--- src/rtl/dmp_shared_update_sched.sv ---
// Scheduler between per-thread scatter lanes and the shared update path: owned updates pass
// straight through, shared updates are parked per lane and drained in thread-ID order at the barrier.
module dmp_shared_update_sched #(
  parameter int unsigned NUM_HW_THREADS = 8,
  parameter int unsigned NODE_ID_W      = 32,
  parameter int unsigned VAL_W          = 32,
  parameter int unsigned TID_W          = $clog2(NUM_HW_THREADS)
) (
  input  logic                                clock,
  input  logic                                reset_n,
  input  logic [NUM_HW_THREADS-1:0]           req_valid,
  input  logic [NUM_HW_THREADS-1:0]           req_shared,
  input  logic [NUM_HW_THREADS*NODE_ID_W-1:0] req_dest,
  input  logic [NUM_HW_THREADS*VAL_W-1:0]     req_val,
  output logic [NUM_HW_THREADS-1:0]           req_ready,
  input  logic [NUM_HW_THREADS-1:0]           thread_done,
  output logic [NUM_HW_THREADS-1:0]           local_valid,
  output logic [NUM_HW_THREADS*NODE_ID_W-1:0] local_dest,
  output logic [NUM_HW_THREADS*VAL_W-1:0]     local_val,
  output logic                                sh_valid,
  input  logic                                sh_ready,
  output logic [TID_W-1:0]                    sh_tid,
  output logic [NODE_ID_W-1:0]                sh_dest,
  output logic [VAL_W-1:0]                    sh_val,
  output logic                                stall_scatter,
  input  logic                                next_iteration,
  output logic                                iteration_done
);

  typedef enum logic [1:0] {StCollect, StDrain, StDone} state_e;

  state_e                            state_q, state_d;
  logic [NUM_HW_THREADS-1:0]         slot_full_q, slot_full_d;
  logic [NUM_HW_THREADS-1:0]         done_q, done_d;
  logic [NODE_ID_W-1:0]              slot_dest_q [NUM_HW_THREADS];
  logic [VAL_W-1:0]                  slot_val_q  [NUM_HW_THREADS];
  logic [NUM_HW_THREADS-1:0]         local_valid_q;
  logic [NUM_HW_THREADS*NODE_ID_W-1:0] local_dest_q;
  logic [NUM_HW_THREADS*VAL_W-1:0]   local_val_q;
  logic                              stall_q, iter_done_q;

  logic [NUM_HW_THREADS-1:0]         accept, accept_sh, accept_own;
  logic [NUM_HW_THREADS-1:0]         sel_oh, sh_clr;
  logic [TID_W-1:0]                  sel_tid;
  logic                              found;

  assign req_ready  = {NUM_HW_THREADS{state_q == StCollect}} & ~slot_full_q & ~done_q;
  assign accept     = req_valid & req_ready;
  assign accept_sh  = accept & req_shared;
  assign accept_own = accept & ~req_shared;

  // Lowest-index full slot wins, giving a deterministic drain order.
  always_comb begin
    found   = 1'b0;
    sel_tid = '0;
    sel_oh  = '0;
    for (int i = 0; i < NUM_HW_THREADS; i++) begin
      if (slot_full_q[i] && !found) begin
        found     = 1'b1;
        sel_tid   = TID_W'(i);
        sel_oh[i] = 1'b1;
      end
    end
  end

  assign sh_valid = (state_q == StDrain) && found;
  assign sh_tid   = sh_valid ? sel_tid : '0;
  assign sh_dest  = sh_valid ? slot_dest_q[sel_tid] : '0;
  assign sh_val   = sh_valid ? slot_val_q[sel_tid] : '0;
  assign sh_clr   = (sh_valid && sh_ready) ? sel_oh : '0;

  assign slot_full_d = (slot_full_q | accept_sh) & ~sh_clr;

  // Transitions look at next-state slot/done vectors so the move happens on the settling edge.
  always_comb begin
    state_d = state_q;
    done_d  = done_q | thread_done;
    unique case (state_q)
      StCollect: begin
        if (&(slot_full_d | done_d) && |slot_full_d) begin
          state_d = StDrain;
        end else if (&done_d && !(|slot_full_d)) begin
          state_d = StDone;
        end
      end
      StDrain: begin
        if (!(|slot_full_d)) state_d = StCollect;
      end
      StDone: begin
        if (next_iteration) begin
          state_d = StCollect;
          done_d  = '0;
        end
      end
      default: state_d = StCollect;
    endcase
  end

  always_ff @(posedge clock or negedge reset_n) begin
    if (!reset_n) begin
      state_q       <= StCollect;
      slot_full_q   <= '0;
      done_q        <= '0;
      local_valid_q <= '0;
      local_dest_q  <= '0;
      local_val_q   <= '0;
      stall_q       <= 1'b0;
      iter_done_q   <= 1'b0;
      for (int i = 0; i < NUM_HW_THREADS; i++) begin
        slot_dest_q[i] <= '0;
        slot_val_q[i]  <= '0;
      end
    end else begin
      state_q       <= state_d;
      slot_full_q   <= slot_full_d;
      done_q        <= done_d;
      local_valid_q <= accept_own;
      stall_q       <= (state_d != StCollect);
      iter_done_q   <= (state_d == StDone);
      for (int i = 0; i < NUM_HW_THREADS; i++) begin
        if (accept_sh[i]) begin
          slot_dest_q[i] <= req_dest[i*NODE_ID_W +: NODE_ID_W];
          slot_val_q[i]  <= req_val[i*VAL_W +: VAL_W];
        end
        if (accept_own[i]) begin
          local_dest_q[i*NODE_ID_W +: NODE_ID_W] <= req_dest[i*NODE_ID_W +: NODE_ID_W];
          local_val_q[i*VAL_W +: VAL_W]          <= req_val[i*VAL_W +: VAL_W];
        end
      end
    end
  end

  assign local_valid    = local_valid_q;
  assign local_dest     = local_dest_q;
  assign local_val      = local_val_q;
  assign stall_scatter  = stall_q;
  assign iteration_done = iter_done_q;

endmodule

--- config.mk ---
export PLATFORM = sky130hd
export DESIGN_NAME = dmp_shared_update_sched
export DESIGN_NICKNAME = d
export VERILOG_FILES = /design/src/rtl/dmp_shared_update_sched.sv
export SDC_FILE = /design/constraint.sdc
export NUM_CORES = 2
export LEC_CHECK = 0
export BUFFER_PORTS_ARGS = -buffer_cell sky130_fd_sc_hd__buf_2
export CAP_MARGIN = 20
export CORE_AREA = 2 2 439 441
export DETAILED_ROUTE_END_ITERATION = 12
export DIE_AREA = 0 0 441 443
export PLACE_DENSITY = 0.46
export SLEW_MARGIN = 20
export SYNTH_ARGS = -nofsm -noshare
export SYNTH_HDL_FRONTEND = slang
export SYNTH_SLANG_ARGS = --single-unit
export TNS_END_PERCENT = 30
--- constraint.sdc ---
create_clock -name clock -period 3.09 [get_ports clock]
set_clock_uncertainty 0.2 [all_clocks]
set_input_delay 0.618 -clock clock [delete_from_list [all_inputs] [get_ports clock]]
set_output_delay 0.618 -clock clock [all_outputs]
set_load 0.1 [all_outputs]
## Yosys cells after proc, flatten, opt, wreduce, memory -nomap -nowiden

Index checks and enable logic that the tools add are counted.

- Bits in registers: 1052
- Input port bits: 540
- Logic and storage cells: 119

- $lt $le $gt $ge: 1
- Eq/ne operators: 3
- Mux-type cells: 39
- Bitwise operators: 14
- Reduce and logical (&&, ||, !) cells: 24

Operators with widths:

| kind | count |
|---|---|
| $bmux 32 s3 | 2 |
| $mux 32 | 6 |
| $and 8x8->8 | 6 |
| $not 8->8 | 4 |
| $mux 8 | 3 |
| $or 8x8->8 | 3 |
| $mux 3 | 7 |
| $mux 1 | 16 |
| $reduce_and 8->1 | 2 |
| $logic_and 1x1->1 | 11 |
| $logic_not 1->1 | 8 |
| $mux 2 | 4 |
| $reduce_or 8->1 | 1 |
| $pmux 2 s3 | 1 |
| $eq 2x2->1 const B | 2 |
| $ge 4x4->1 const B | 1 |
| $not 3->4 | 1 |
| $eq 2x1->1 const B | 1 |
| $logic_not 2->1 | 1 |
| $reduce_bool 2->1 | 1 |

## Longest topological paths before layout

- Depth in word-level cells: 34
- Gate-level depth with buffers: 11
- Depth with buffers taken out: 7

## Least setup slack after synthesis

Ideal clock, no wire load.

- Path kind: reg-to-reg
- Start point: register state_q[0]
- End point: register slot_dest_q[228] (netlist name)
- Setup time: 0.125 ns
- Arrival time: 4.835 ns
- Required time: 2.765 ns
- Path slack: -2.070 ns
- Cell stages (with the launch flop): 7
- Period minus slack after synthesis: 5.160 ns
- Cell sequence: dfrtp_1 -> buf_2 -> nor4_1 -> and3_1 -> buf_2 -> buf_4 -> mux2_2

- Word-level cells in the longest chain between the ends: 5

RTL lines:

| item | line | text |
|---|---|---|
| from (decl) | 32 | `state_e state_q, state_d;` |
| from (signal assigned) | 101 | `state_q <= StCollect;` |
| from (signal assigned) | 114 | `state_q <= state_d;` |
| $logic_not 2->1 | 47 | `assign req_ready = {NUM_HW_THREADS{state_q == StCollect}} & ~slot_full_q & ~done_q;` |
| $and 8x8->8 (2 in a row) | 47 |  |
| net req_ready[0] | 15 | `output logic [NUM_HW_THREADS-1:0] req_ready,` |
| $and 8x8->8 | 48 | `assign accept = req_valid & req_ready;` |
| $and 8x8->8 | 49 | `assign accept_sh = accept & req_shared;` |
| to (signal, indexed assignment) | 122 | `slot_dest_q[i] <= req_dest[i*NODE_ID_W +: NODE_ID_W];` |
| to (decl) | 35 | `logic [NODE_ID_W-1:0] slot_dest_q [NUM_HW_THREADS];` |

The timed path passes the listed nets, and every way through them passes these cells.
A chain may end at the register's enable or synchronous reset.

## Worst setup path in the final report

- Start point: register slot_full_q[7]
- End point: output sh_val[12]

- Word-level cells in the longest chain between the ends: 7
- Elaborated cells between the ends (all ways): 9
- Those cells by class: mux (6); bitwise (1); reduce/logical (2)

RTL lines:

| item | line | text |
|---|---|---|
| from (decl) | 33 | `logic [NUM_HW_THREADS-1:0] slot_full_q, slot_full_d;` |
| from (signal assigned) | 115 | `slot_full_q <= slot_full_d;` |
| $logic_and 1x1->1 * | 58 | `if (slot_full_q[i] && !found) begin` |
| $mux 3 | 58 |  |
| $not 3->4 (implied by the code) | 69 | `assign sh_val = sh_valid ? slot_val_q[sel_tid] : '0;` |
| $bmux 32 s3 | 69 |  |
| $mux 32 (implied by the code) (2 in a row) | 69 |  |
| $mux 32 * | 69 |  |
| to (decl) | 24 | `output logic [VAL_W-1:0] sh_val,` |

Every way passes the cells marked *; elsewhere a longest branch is shown, timed or not. The select of a mux whose other input is x is not followed.

==> reports/metrics.csv <==
metric;value;unit
first-pass GRT wire length;330000;um
final wirelength;244000;um
Synth Instances;4326;
Slew HR;0.380;
Post-route DRC;0;
CTS tree;built;
Iter 0 DRT Violations;3449;
status;complete, but fails checks;
clock slew at reported path FFs;0.06;ns
leakage power;34.3;nW
Rows;161;
CP Max Fanout;9;
core area;191000;um2
YS warnings;0;
#FFs+latches synth;1052;
Crit path arrival time;3.31;ns
CTS max path bufs;3;
num ports;1138;
Synth cell types;48;
failing checks;setup timing;
post-route insts no fill;8804;
GPL Wtd Cong;0.926;
kind of critical path;flop to primary output;
ys flop type;dfrtp_1;
CP Launch Type;flop;
Final Util;0.348;
total gr overflow;0;
CP Capture Type;primary output;
CTS H-tree depth;4;
Async S/R FF share, synth;1.00;
Synth Cell Area;43500;um2
max-cap violations;0;
commonest non-fill, non-tap cell in the layout;nand2_1;
hold endpoint;slot_full_q[7];
CTS root buffer;clkbuf_16;
Worst-Margin Slew;0.929;ns
CTS buffer count;132;
R2R Setup Slk;0.14;ns
P per Cell Area;1160;nW/um2
drt first pass iters;6;
placed inst area;55600;um2
Hold Path Stages;4;
die height;443;um
RR Endpoint;stall_scatter;
share of cells above drive strength 1;0.377;
cells on worst reg2reg path;8;
min Tclk post-route;4.13;ns
worst ir drop on vdd;0.695;mV
die width;441;um
wire per inst;27.7;um
sequential share of the synthesized area;0.605;
WP data required;2.27;ns
Final Cycle Share;1.34;
DP HPWL;181000;um
Starting Density;0.228;
final layout net count;6687;
DRT antenna net count;0;
Via-to-Cell Ratio;4.56;
post-synthesis average cell area;10.1;um2
unrepaired setup endpoints after global routing;true;
GRT Total Usage;0.243;
Hold Startpoint;req_valid[7];
Worst Hold Class;input pin to flop;
largest net degree at the start of global routing;94;
Post-synth EDFFs;0;
Layout area overhead;53.0;%
initial antenna violation count;53;
design area;66600;um2
Buffers on Ports;1137;
Multi-input gate area;16900;um2
origin of the critical flop-to-flop path;state_q[1];
via count;40154;
commonest non-fill, non-tap cells in the layout;nand2_1 (2037), buf_2 (1060), dfrtp_1 (1050);
Fill cells;19323;
FMAX;242;MHz
vias in the first global route;40805;
Final Hold Viols;0;
fin. max-slew vios;0;
count of final setup violators;69;
clk sinks;1052;
clk_lat worst skew;0.81;ns
dpl cells;7975;
setup ws final;-1.04;ns
Sequential Area;26300;um2
Mapped Nets;4866;
Die Area;195000;um2
## sequential cells by signal (all words and copies together) (netlist names)
name	count
done_q	8
iteration_done	1
local_dest	256
local_val	256
local_valid	8
slot_dest_q	256
slot_full_q	8
slot_val_q	256
stall_scatter	1
state_q	2
## worst max-delay path: stages, from the launching register on
cell and delay [ns]:
dfrtp_1 0.42, buf_6 0.13, o21a_1 0.17, o31ai_1 0.20, buf_4 0.19, nand2b_4 0.21
buf_12 0.16, buf_12 0.15, a21oi_2 0.04, or4_4 0.61, buf_12 0.20
## how the worst max path moves through the flow
stage	to	startpoint	slack, ns	depth (start not counted)
floorplan	req_ready[5]	state_q[0]	-0.61	3
global placement	sh_dest[12]	slot_full_q[6]	-0.53	10
detailed placement	sh_dest[12]	slot_full_q[6]	-0.47	10
CTS	sh_dest[14]	slot_full_q[6]	-1.11	11
global route	sh_val[12]	slot_full_q[7]	-1.14	10
finish	sh_val[12]	slot_full_q[7]	-1.04	10
## cells by family after synthesis
logic type / synth area share
AND/OR/NAND/NOR: 0.200
AO/OA/AOI/OAI: 0.0347
multiplexers: 0.132
flip-flops: 0.605
buffers and inverters: 0.0283
## where the power goes
group	total, mW	internal, mW	switching (mW)	leakage (nW)
Combinational	40.2	10.6	29.6	17.8
Sequential	20.7	17.9	2.77	14.2
Clock	16.3	9.59	6.75	2.19
Total	77.2	38.1	39.1	34.3
## routing by layer
layer	GRT usage	vias up	share of wire
met1	0.310	20312	0.42
li1	-	17739	-
met2	0.390	1617	0.47
met5	0	-	0.00051
met3	0.0488	468	0.060
met4	0.116	18	0.050
## synth_stat cells (all sizes together), types with 3 or more instances
master,count,area [um2]
a21oi,259,1300
mux2,512,5770
o21ai,3,15.0
nand3b,8,60.1
nor4,10,118
and3,4,25.0
dfrtp,1052,26300
a221oi,3,26.3
nor3,8,45.0
clkbuf,133,499
buf,125,681
nand2,2062,7740
nor2,26,97.6
or4,64,480
or2,3,18.8
nand3,8,40.0
inv,14,52.6
## stage by stage
step           power, mW  hold slack (ns)  setup slack, ns  setup TNS [ns]
6_report            77.2           0.0909            -1.04          -61.62
5_1_grt             80.2           0.0629            -1.14          -70.74
4_1_cts             76.6         0.000301            -1.11          -66.66
3_5_place_dp        57.8            0.257           -0.467          -17.66
3_3_place_gp        57.7            0.252           -0.535          -17.45
2_1_floorplan       45.7            0.122           -0.606         -108.04
## repair_timing
item | CTS | global route
hold endpoints to repair | 1093 | 0
hold buffers | 528 | 0
buffers inserted | 15 | 9
setup endpoints to repair | 76 | 73
cloned | 6 | 7
gates resized for setup | 91 | 57
pin swaps | 22 | 19
## final cells by class
| class | instances | share of cell area |
|---|---|---|
| clock inverter | 57 | 0.0121 |
| antenna | 28 | 0.00105 |
| tap | 2526 | 0.0475 |
| timing repair buffer | 1945 | 0.233 |
| inverter | 14 | 0.00109 |
| multi-input combinational | 3002 | 0.254 |
| clock buffer | 180 | 0.0556 |
| sequential | 1052 | 0.395 |
(Power assumes the default switching activity.)
